==> config.mk <==
export PLATFORM = sky130hd
export DESIGN_NAME = dff_bank_arbiter
export DESIGN_NICKNAME = d
export VERILOG_FILES = /design/src/rtl/dff_bank_pkg.sv /design/src/rtl/dff_reg_bank.sv /design/src/rtl/dff_bank_arbiter.sv
export SDC_FILE = /design/constraint.sdc
export NUM_CORES = 1
export LEC_CHECK = 0
export BUFFER_PORTS_ARGS = -buffer_cell sky130_fd_sc_hd__buf_2
export CAP_MARGIN = 20
export CORE_MARGIN = 1
export CORE_UTILIZATION = 50
export DETAILED_ROUTE_END_ITERATION = 12
export GPL_ROUTABILITY_DRIVEN = 1
export PLACE_DENSITY = 0.74
export SETUP_SLACK_MARGIN = 0.05
export SLEW_MARGIN = 15
export SYNTH_ARGS = -nofsm -noshare
export SYNTH_HDL_FRONTEND = slang
export SYNTH_SLANG_ARGS = --single-unit
==> constraint.sdc <==
create_clock -name clk -period 2.6 [get_ports clk]
set_input_delay 0.26 -clock clk [delete_from_list [all_inputs] [get_ports clk]]
set_output_delay 0.26 -clock clk [all_outputs]
set_load 0.01 [all_outputs]
==> src/rtl/dff_bank_pkg.sv <==
// Shared definitions for the two-requester flip-flop bank arbiter.
// Holds the arbiter state encoding and the default bank geometry.
package dff_bank_pkg;

  localparam int DEFAULT_WIDTH = 8;
  localparam int DEFAULT_DEPTH = 4;

  typedef enum logic [1:0] {
    PRI0  = 2'd0,
    PRI1  = 2'd1,
    LOCK0 = 2'd2,
    LOCK1 = 2'd3
  } arb_state_e;

endpackage

==> src/rtl/dff_reg_bank.sv <==
// DEPTH x WIDTH register bank built from plain D flip-flops.
// One write port and one registered read port.
module dff_reg_bank
  import dff_bank_pkg::*;
#(
  parameter  int WIDTH = DEFAULT_WIDTH,
  parameter  int DEPTH = DEFAULT_DEPTH,
  localparam int AW    = $clog2(DEPTH)
) (
  input  logic             clk,
  input  logic             rst_n,
  input  logic             we,
  input  logic [AW-1:0]    waddr,
  input  logic [WIDTH-1:0] wdata,
  input  logic             re,
  input  logic [AW-1:0]    raddr,
  output logic [WIDTH-1:0] rdata
);

  logic [WIDTH-1:0] r_mem [DEPTH];
  logic [WIDTH-1:0] r_rdata;

  // NOTE: the array is real flops with a defined reset value, so every entry
  // is cleared here; a RAM-style array would be left out of the reset branch.
  always_ff @(posedge clk or negedge rst_n) begin
    if (!rst_n) begin
      for (int i = 0; i < DEPTH; i++) begin
        r_mem[i] <= '0;
      end
    end else if (we) begin
      r_mem[waddr] <= wdata;
    end
  end

  // rdata only moves on a read and otherwise holds the last value returned.
  always_ff @(posedge clk or negedge rst_n) begin
    if (!rst_n) begin
      r_rdata <= '0;
    end else if (re) begin
      r_rdata <= r_mem[raddr];
    end
  end

  assign rdata = r_rdata;

endmodule

==> src/rtl/dff_bank_arbiter.sv <==
// Round-robin arbiter with lock that shares one flip-flop register bank
// between two requesters; one access (read or write) per clock.
module dff_bank_arbiter
  import dff_bank_pkg::*;
#(
  parameter  int WIDTH = DEFAULT_WIDTH,
  parameter  int DEPTH = DEFAULT_DEPTH,
  localparam int AW    = $clog2(DEPTH)
) (
  input  logic             clk,
  input  logic             rst_n,
  input  logic             req0,
  input  logic             req1,
  input  logic             we0,
  input  logic             we1,
  input  logic             lock0,
  input  logic             lock1,
  input  logic [AW-1:0]    addr0,
  input  logic [AW-1:0]    addr1,
  input  logic [WIDTH-1:0] wdata0,
  input  logic [WIDTH-1:0] wdata1,
  output logic             gnt0,
  output logic             gnt1,
  output logic             rvalid0,
  output logic             rvalid1,
  output logic [WIDTH-1:0] rdata
);

  arb_state_e r_state;
  arb_state_e w_state_next;

  logic             w_gnt0;
  logic             w_gnt1;
  logic             w_we;
  logic             w_re;
  logic [AW-1:0]    w_addr;
  logic [WIDTH-1:0] w_wdata;
  logic             r_rvalid0;
  logic             r_rvalid1;

  // NOTE: sequential state uses non-blocking assignments so every flop
  // samples the pre-edge values regardless of block ordering.
  always_ff @(posedge clk or negedge rst_n) begin
    if (!rst_n) begin
      r_state <= PRI0;
    end else begin
      r_state <= w_state_next;
    end
  end

  // NOTE: every output of this block gets a default first, so no path
  // through the case leaves a signal unassigned and infers a latch.
  always_comb begin
    w_gnt0       = 1'b0;
    w_gnt1       = 1'b0;
    w_state_next = r_state;

    unique case (r_state)
      PRI0: begin
        w_gnt0 = req0;
        w_gnt1 = req1 & ~req0;
      end
      PRI1: begin
        w_gnt1 = req1;
        w_gnt0 = req0 & ~req1;
      end
      LOCK0:   w_gnt0 = req0;
      LOCK1:   w_gnt1 = req1;
      default: ;
    endcase

    if (w_gnt0) begin
      w_state_next = lock0 ? LOCK0 : PRI1;
    end else if (w_gnt1) begin
      w_state_next = lock1 ? LOCK1 : PRI0;
    end else if (r_state == LOCK0) begin
      w_state_next = PRI1;  // owner went idle: lock released to the other side
    end else if (r_state == LOCK1) begin
      w_state_next = PRI0;
    end
  end

  // At most one grant is high, so a simple mux steers the bank port.
  assign w_addr  = w_gnt1 ? addr1  : addr0;
  assign w_wdata = w_gnt1 ? wdata1 : wdata0;
  assign w_we    = (w_gnt0 & we0) | (w_gnt1 & we1);
  assign w_re    = (w_gnt0 & ~we0) | (w_gnt1 & ~we1);

  always_ff @(posedge clk or negedge rst_n) begin
    if (!rst_n) begin
      r_rvalid0 <= 1'b0;
      r_rvalid1 <= 1'b0;
    end else begin
      r_rvalid0 <= w_gnt0 & ~we0;
      r_rvalid1 <= w_gnt1 & ~we1;
    end
  end

  dff_reg_bank #(
    .WIDTH (WIDTH),
    .DEPTH (DEPTH)
  ) u_bank (
    .clk   (clk),
    .rst_n (rst_n),
    .we    (w_we),
    .waddr (w_addr),
    .wdata (w_wdata),
    .re    (w_re),
    .raddr (w_addr),
    .rdata (rdata)
  );

  assign gnt0    = w_gnt0;
  assign gnt1    = w_gnt1;
  assign rvalid0 = r_rvalid0;
  assign rvalid1 = r_rvalid1;

endmodule

==> run metrics, run 1 <==
status=finished clean; Compound-Gate Fraction of Synth Area=19.9%; Critical Path RT=~2.8 ns; Leakage=1.14 nW; final setup vio count=0; Filler cells=between 300 and 400; FF-to-FF path depth=4; critical path fanouts, max=13; area fraction of the dominant cell type after synthesis=between 40 and 50%; worst r2r dst=u_bank.r_mem[20]$_DFFE_PN0P_; max_cap viols=0; first-pass GRT wire length=~8.5 mm; fin cells=roughly 280; global-route usage over all layers=approximately 23%; Vias=about 1,700; clock root buffer=clkbuf_8; Synth Warn #=0; largest net degree at the start of global routing=45; XOR/XNOR Fraction of Synth Area=0%; Post-synth top flop=dfrtp_1; skew final=between 0.007 and 0.008 ns; die width=about 69 µm; Syn Area/Cell=12.2 µm²; Reg-to-Reg Start=r_state[1]$_DFFE_PN0P_; HPWL Detailed=around 3.6 mm; Seq/Total Area, Yosys=approximately half; remaining antenna violation count=0; 1st-iter DRT viols=between 90 and 100; crit path to=u_bank.r_mem[20]$_DFFE_PN0P_; critical path arrival=between 2 and 2.5 ns; routed length per instance=about 18 µm; Final Util=between 60% and 70%; Yosys cell types=33; # port buffers=39; vias per inst=6.00; placer congestion estimate=0.862; clk_lat worst skew=0.30 ns; Synth Instances=184; post-synthesis mux area share=about a fifth; Core Area=roughly 0.0043 mm²; largest family of logic cells by synthesized area=multiplexers; Reg clk slew, reported paths=0.08 ns; # diodes=0; die extent in y=between 60 and 70 µm; most frequent cell after synthesis=dfrtp_1; number of global-route vias before repair=around 1,600; R2R setup slack=0.39 ns; CP Launch Point=r_state[1]$_DFFE_PN0P_; CTS Buf Count=5; largest cells by area after synthesis=dfrtp_1 49%, mux2_2 20%, a2111oi_0 3.9%, a221oi_1 3.1%, a211oi_4 2.7%; RSZ-0062 raised after global routing=no; Clock Sinks=44; P&R area growth vs syn=16.9%; Worst slew margin=between 30 and 40%; Site Rows=24; grt ovf=0; Starting Density=52.0%; placed instance count=roughly 280; Yosys top cell by area=dfrtp_1; Hold Path Class=in2async; Yosys reg bits=44; Netlist Area Pre-Place=between 0.002 and 0.0025 mm²; worst-margin pin slew=between 0.9 and 1 ns; WL final=approximately 5.1 mm; Tcrit/Tclk final=85.0%; H-tree depth=2; Period minus WS final=~2.2 ns; P per Cell Area=about 900 mW/mm²; CTS max path bufs=2; Max Slew Vio Count=0; Layout Nets=about 260; placed cell areas=about 0.0025 mm²; Design Area, Final=0.00263 mm²; syn nets=212; ys async rst share=100%; simple-gate share of the synthesized area=between 6 and 7%; Overall Power=between 2 and 2.5 mW; Post-Synth Adder-Cell Area=0%; initial antenna violation count=0; top post-synthesis cells by count=44 x dfrtp_1, 39 x mux2_2, 15 x inv_1; # IOs=40; CP Capture Type=register; EDFF count, synth=0; layout cells sized above 1=between 40% and 50%; crit path kind=reg2reg; Fin. Hold Viols=0; fmax=about 450 MHz; CTS tree=done; Setup TNS=0 ns; area of the die=~0.0048 mm²; startpoint types=register; Post-CTS Setup Inserts=0; drt pass-1 iters=4; drt drc=0; maximum VDD drop=roughly 0.33 mV
-- stage by stage --
stage	hold slack, ns	worst slack (ns)
floorplan	-0.0356	0.612
global placement	0.450	0.239
detailed placement	0.451	0.187
CTS	0.134	0.171
global route	0.139	0.265
finish	0.112	0.390
-- how the worst min path moves through the flow --
| stage | start | to | slack [ns] | cells after the start |
|---|---|---|---|---|
| 6_report | rst_n | rvalid1$_DFF_PN0_ | 0.11 | 1 |
| 5_1_grt | we1 | rvalid1$_DFF_PN0_ | 0.14 | 2 |
| 4_1_cts | we1 | rvalid1$_DFF_PN0_ | 0.13 | 2 |
| 3_5_place_dp | we1 | rvalid1$_DFF_PN0_ | 0.45 | 2 |
| 3_3_place_gp | we1 | rvalid1$_DFF_PN0_ | 0.45 | 2 |
| 2_1_floorplan | rst_n | r_state[0]$_DFFE_PN0P_ | -0.04 | 0 |
-- registers in the layout, indices dropped and copies added, names as in the netlist --
name          cells
r_state           2
rvalid0           1
rvalid1           1
u_bank.r_mem     32
u_bank.rdata      8
-- logic make-up after synthesis --
family | count (synthesis)
buf+inv | 24
flops | 44
mux | 40
compound gates | 49
simple gates | 27
-- cells in the final DEF, fill, tap and decap left out, types with 2 or more instances in the layout --
cell type,synthesis,layout
dfrtp_1,44,44
mux2_2,39,39
buf_2,5,39
inv_1,15,15
a2111oi_0,10,10
buf_4,0,10
a221oi_1,8,8
a211oi_1,8,8
nand2_1,5,5
nor4_1,5,5
clkbuf_8,0,5
and2_1,4,4
a21oi_1,4,4
nor2_1,3,3
nand3_1,3,3
a22o_1,3,3
a211oi_4,3,3
nor3_1,3,3
o41ai_1,3,3
a21boi_1,2,2
a22oi_2,2,2
-- timing repair --
item	in CTS	in global routing
hold buffers	0	0
resized for setup	0	1
endpoints found under the setup margin	0	8
-- layer usage --
| metal | vias up | track usage [%] | part of all wire, % |
|---|---|---|---|
| met5 | - | 0 | 0 |
| li1 | 797 | - | - |
| met3 | 6 | 5.41 | 4.2 |
| met1 | 852 | 31.4 | 46 |
| met4 | 0 | 8.16 | 1.5 |
| met2 | 42 | 36.4 | 48 |
-- report_power, final --
part | internal, mW | leakage [nW] | total (mW) | switching, mW
clock | 0.183 | 0.0410 | 0.417 | 0.234
sequential | 1.00 | 0.525 | 1.17 | 0.170
combinational | 0.397 | 0.577 | 0.765 | 0.368
-- area by class of cell --
cell class                 instances  area [µm²]  area share (%)
multi-input combinational        116        1060            40.2
sequential                        44        1100            41.9
inverter                          15        56.3            2.14
clock buffer                       6        72.6            2.76
clock inverter                     1        5.00           0.191
tap                               52        65.1            2.48
timing repair buffer              49         270            10.3
-- worst max-delay path, stage by stage (launching register included) --
cell and delay, ns:
dfrtp_1 0.44, or3b_4 0.49, a22o_1 0.35, a211oi_4 0.43, mux2_2 0.40
No activity file was read; power rests on OpenSTA's default activity.
==> run 2: changes to the inputs <==
- GPL_TIMING_DRIVEN: default -> 0
==> run metrics, run 2 (same netlist as run 1, synthesis figures left out) <==
status=finished clean; H-tree depth=2; layout cells sized above 1=approximately 44%; P&R area growth vs syn=17.0%; R2R setup slack=roughly 0.20 ns; final setup vio count=0; routed length per instance=18.4 µm; CTS max path bufs=2; vias per inst=between 5 and 6; fmax=~420 MHz; max FFs per register=32; die extent in y=approximately 70 µm; Critical Path RT=2.78 ns; number of global-route vias before repair=between 1,500 and 2,000; remaining antenna violation count=0; maximum VDD drop=0.404 mV; Reg clk slew, reported paths=around 0.090 ns; Site Rows=24; die width=between 60 and 70 µm; Filler cells=between 300 and 400; worst-margin pin slew=roughly 0.97 ns; critical path fanouts, max=10; Vias=1,688; P per Cell Area=around 900 mW/mm²; placer congestion estimate=0.844; CP Capture Type=register; RSZ-0062 raised after global routing=no; Met1 Routed Length=2.50 mm; CTS tree=done; crit path kind=reg2reg; global-route usage over all layers=between 20% and 30%; grt ovf=0; startpoint types=register; initial antenna violation count=0; FF-to-FF path depth=4; first-pass GRT wire length=9.03 mm; placed cell areas=roughly 0.0025 mm²; Design Area, Final=around 0.0026 mm²; HPWL Detailed=between 3 and 4 mm; clock root buffer=clkbuf_8; critical path arrival=between 2 and 3 ns; worst r2r dst=u_bank.r_mem[18]$_DFFE_PN0P_; CTS Buf Count=5; # port buffers=39; clk_lat worst skew=about 0.30 ns; Post-CTS Hold Fix Bufs=0; drt pass-1 iters=6; most frequent cells in the layout=44 x buf_2, 44 x dfrtp_1, 39 x mux2_2; skew final=roughly 0.0057 ns; Worst slew margin=a little over a third; highest metal layer with signal wires=met4; largest net degree at the start of global routing=45; # diodes=0; 1st-iter DRT viols=roughly 170; # IOs=40; area of the die=between 0.004 and 0.005 mm²; met2 routed WL=approximately 2.4 mm; Hold Path Class=in2async; WL final=around 5.2 mm; Reg-to-Reg Start=r_state[0]$_DFFE_PN0P_; Setup TNS=0 ns; Top reg by flops=u_bank.r_mem; Core Area=0.00432 mm²; DR WL met3=about 230 µm; Starting Density=roughly half; Leakage=roughly 1.1 nW; drt drc=0; Tcrit/Tclk final=between 90% and 100%; max_cap viols=0; Max Slew Vio Count=0; Clock Sinks=44; Fin. Hold Viols=0; Layout Nets=between 200 and 300; Period minus WS final=2.40 ns
[run 2: changes by cell type in the layout (fill, tap and decap cells not counted)]
cell,previous run,this run
clkbuf_2,0,1
buf_1,0,2
a32oi_2,0,1
clkinv_2,1,0
buf_2,39,44
buf_12,0,1
o21bai_2,0,1
clkbuf_8,5,6
clkbuf_1,1,2
clkinvlp_4,0,1
a32oi_1,1,0
buf_4,10,0
o21bai_4,1,0
[run 2: through the flow]
stage | std cells | total power, mW | util, % | hold slack, ns | setup slack (ns)
2_1_floorplan | 184 | 1.68 | - | -0.0356 | 0.612
3_3_place_gp | 275 | 1.89 | 58.0 | 0.453 | 0.0926
3_5_place_dp | 275 | 1.93 | 58.0 | 0.456 | 0.0408
4_1_cts | 283 | 2.38 | 60.2 | 0.143 | 0.0743
5_1_grt | 284 | 2.54 | 60.8 | 0.151 | 0.0590
6_report | 284 | 2.38 | 60.8 | 0.105 | 0.204
[run 2: metal layers]
layer / global-route usage, % / vias up
met5: 0 / -
met4: 9.07 / 0
met3: 6.73 / 6
met2: 38.4 / 45
met1: 31.9 / 839
li1: - / 798
[run 2: where the power goes]
part           internal [mW]  switching [mW]  total [mW]  leakage [nW]
logic                  0.390           0.366       0.756         0.563
registers               1.00           0.176        1.18         0.525
clock network          0.216           0.232       0.448        0.0445
total                   1.61           0.774        2.38          1.13
[run 2: what timing repair did]
action	4_1_cts	5_1_grt
resized for setup	0	1
buffers inserted	0	1
endpoints found under the setup margin	0	18
[run 2: worst max-delay path by stage]
stage,from,to,slack (ns)
2_1_floorplan,r_state[1]$_DFFE_PN0P_,u_bank.r_mem[10]$_DFFE_PN0P_,0.61
3_3_place_gp,req1,u_bank.r_mem[31]$_DFFE_PN0P_,0.09
3_5_place_dp,req1,u_bank.r_mem[28]$_DFFE_PN0P_,0.04
4_1_cts,r_state[1]$_DFFE_PN0P_,u_bank.r_mem[28]$_DFFE_PN0P_,0.07
5_1_grt,r_state[0]$_DFFE_PN0P_,u_bank.r_mem[21]$_DFFE_PN0P_,0.06
6_report,r_state[0]$_DFFE_PN0P_,u_bank.r_mem[18]$_DFFE_PN0P_,0.20
[run 2: worst max-delay path, cell delays in order, from the launching register on]
cell and delay (ns):
dfrtp_1 0.44, a21boi_1 0.51, a22oi_2 0.35, a211oi_4 0.58, mux2_2 0.40
[run 2: layout make-up]
type	instances	area [µm²]	area share, %
Clock buffer	7	86.3	3.28
Inverter	15	56.3	2.14
Buffer	9	41.3	1.57
Sequential cell	44	1100	41.9
Tap cell	52	65.1	2.48
Timing Repair Buffer	40	215	8.19
Clock inverter	1	7.51	0.286
Multi-Input combinational cell	116	1060	40.2
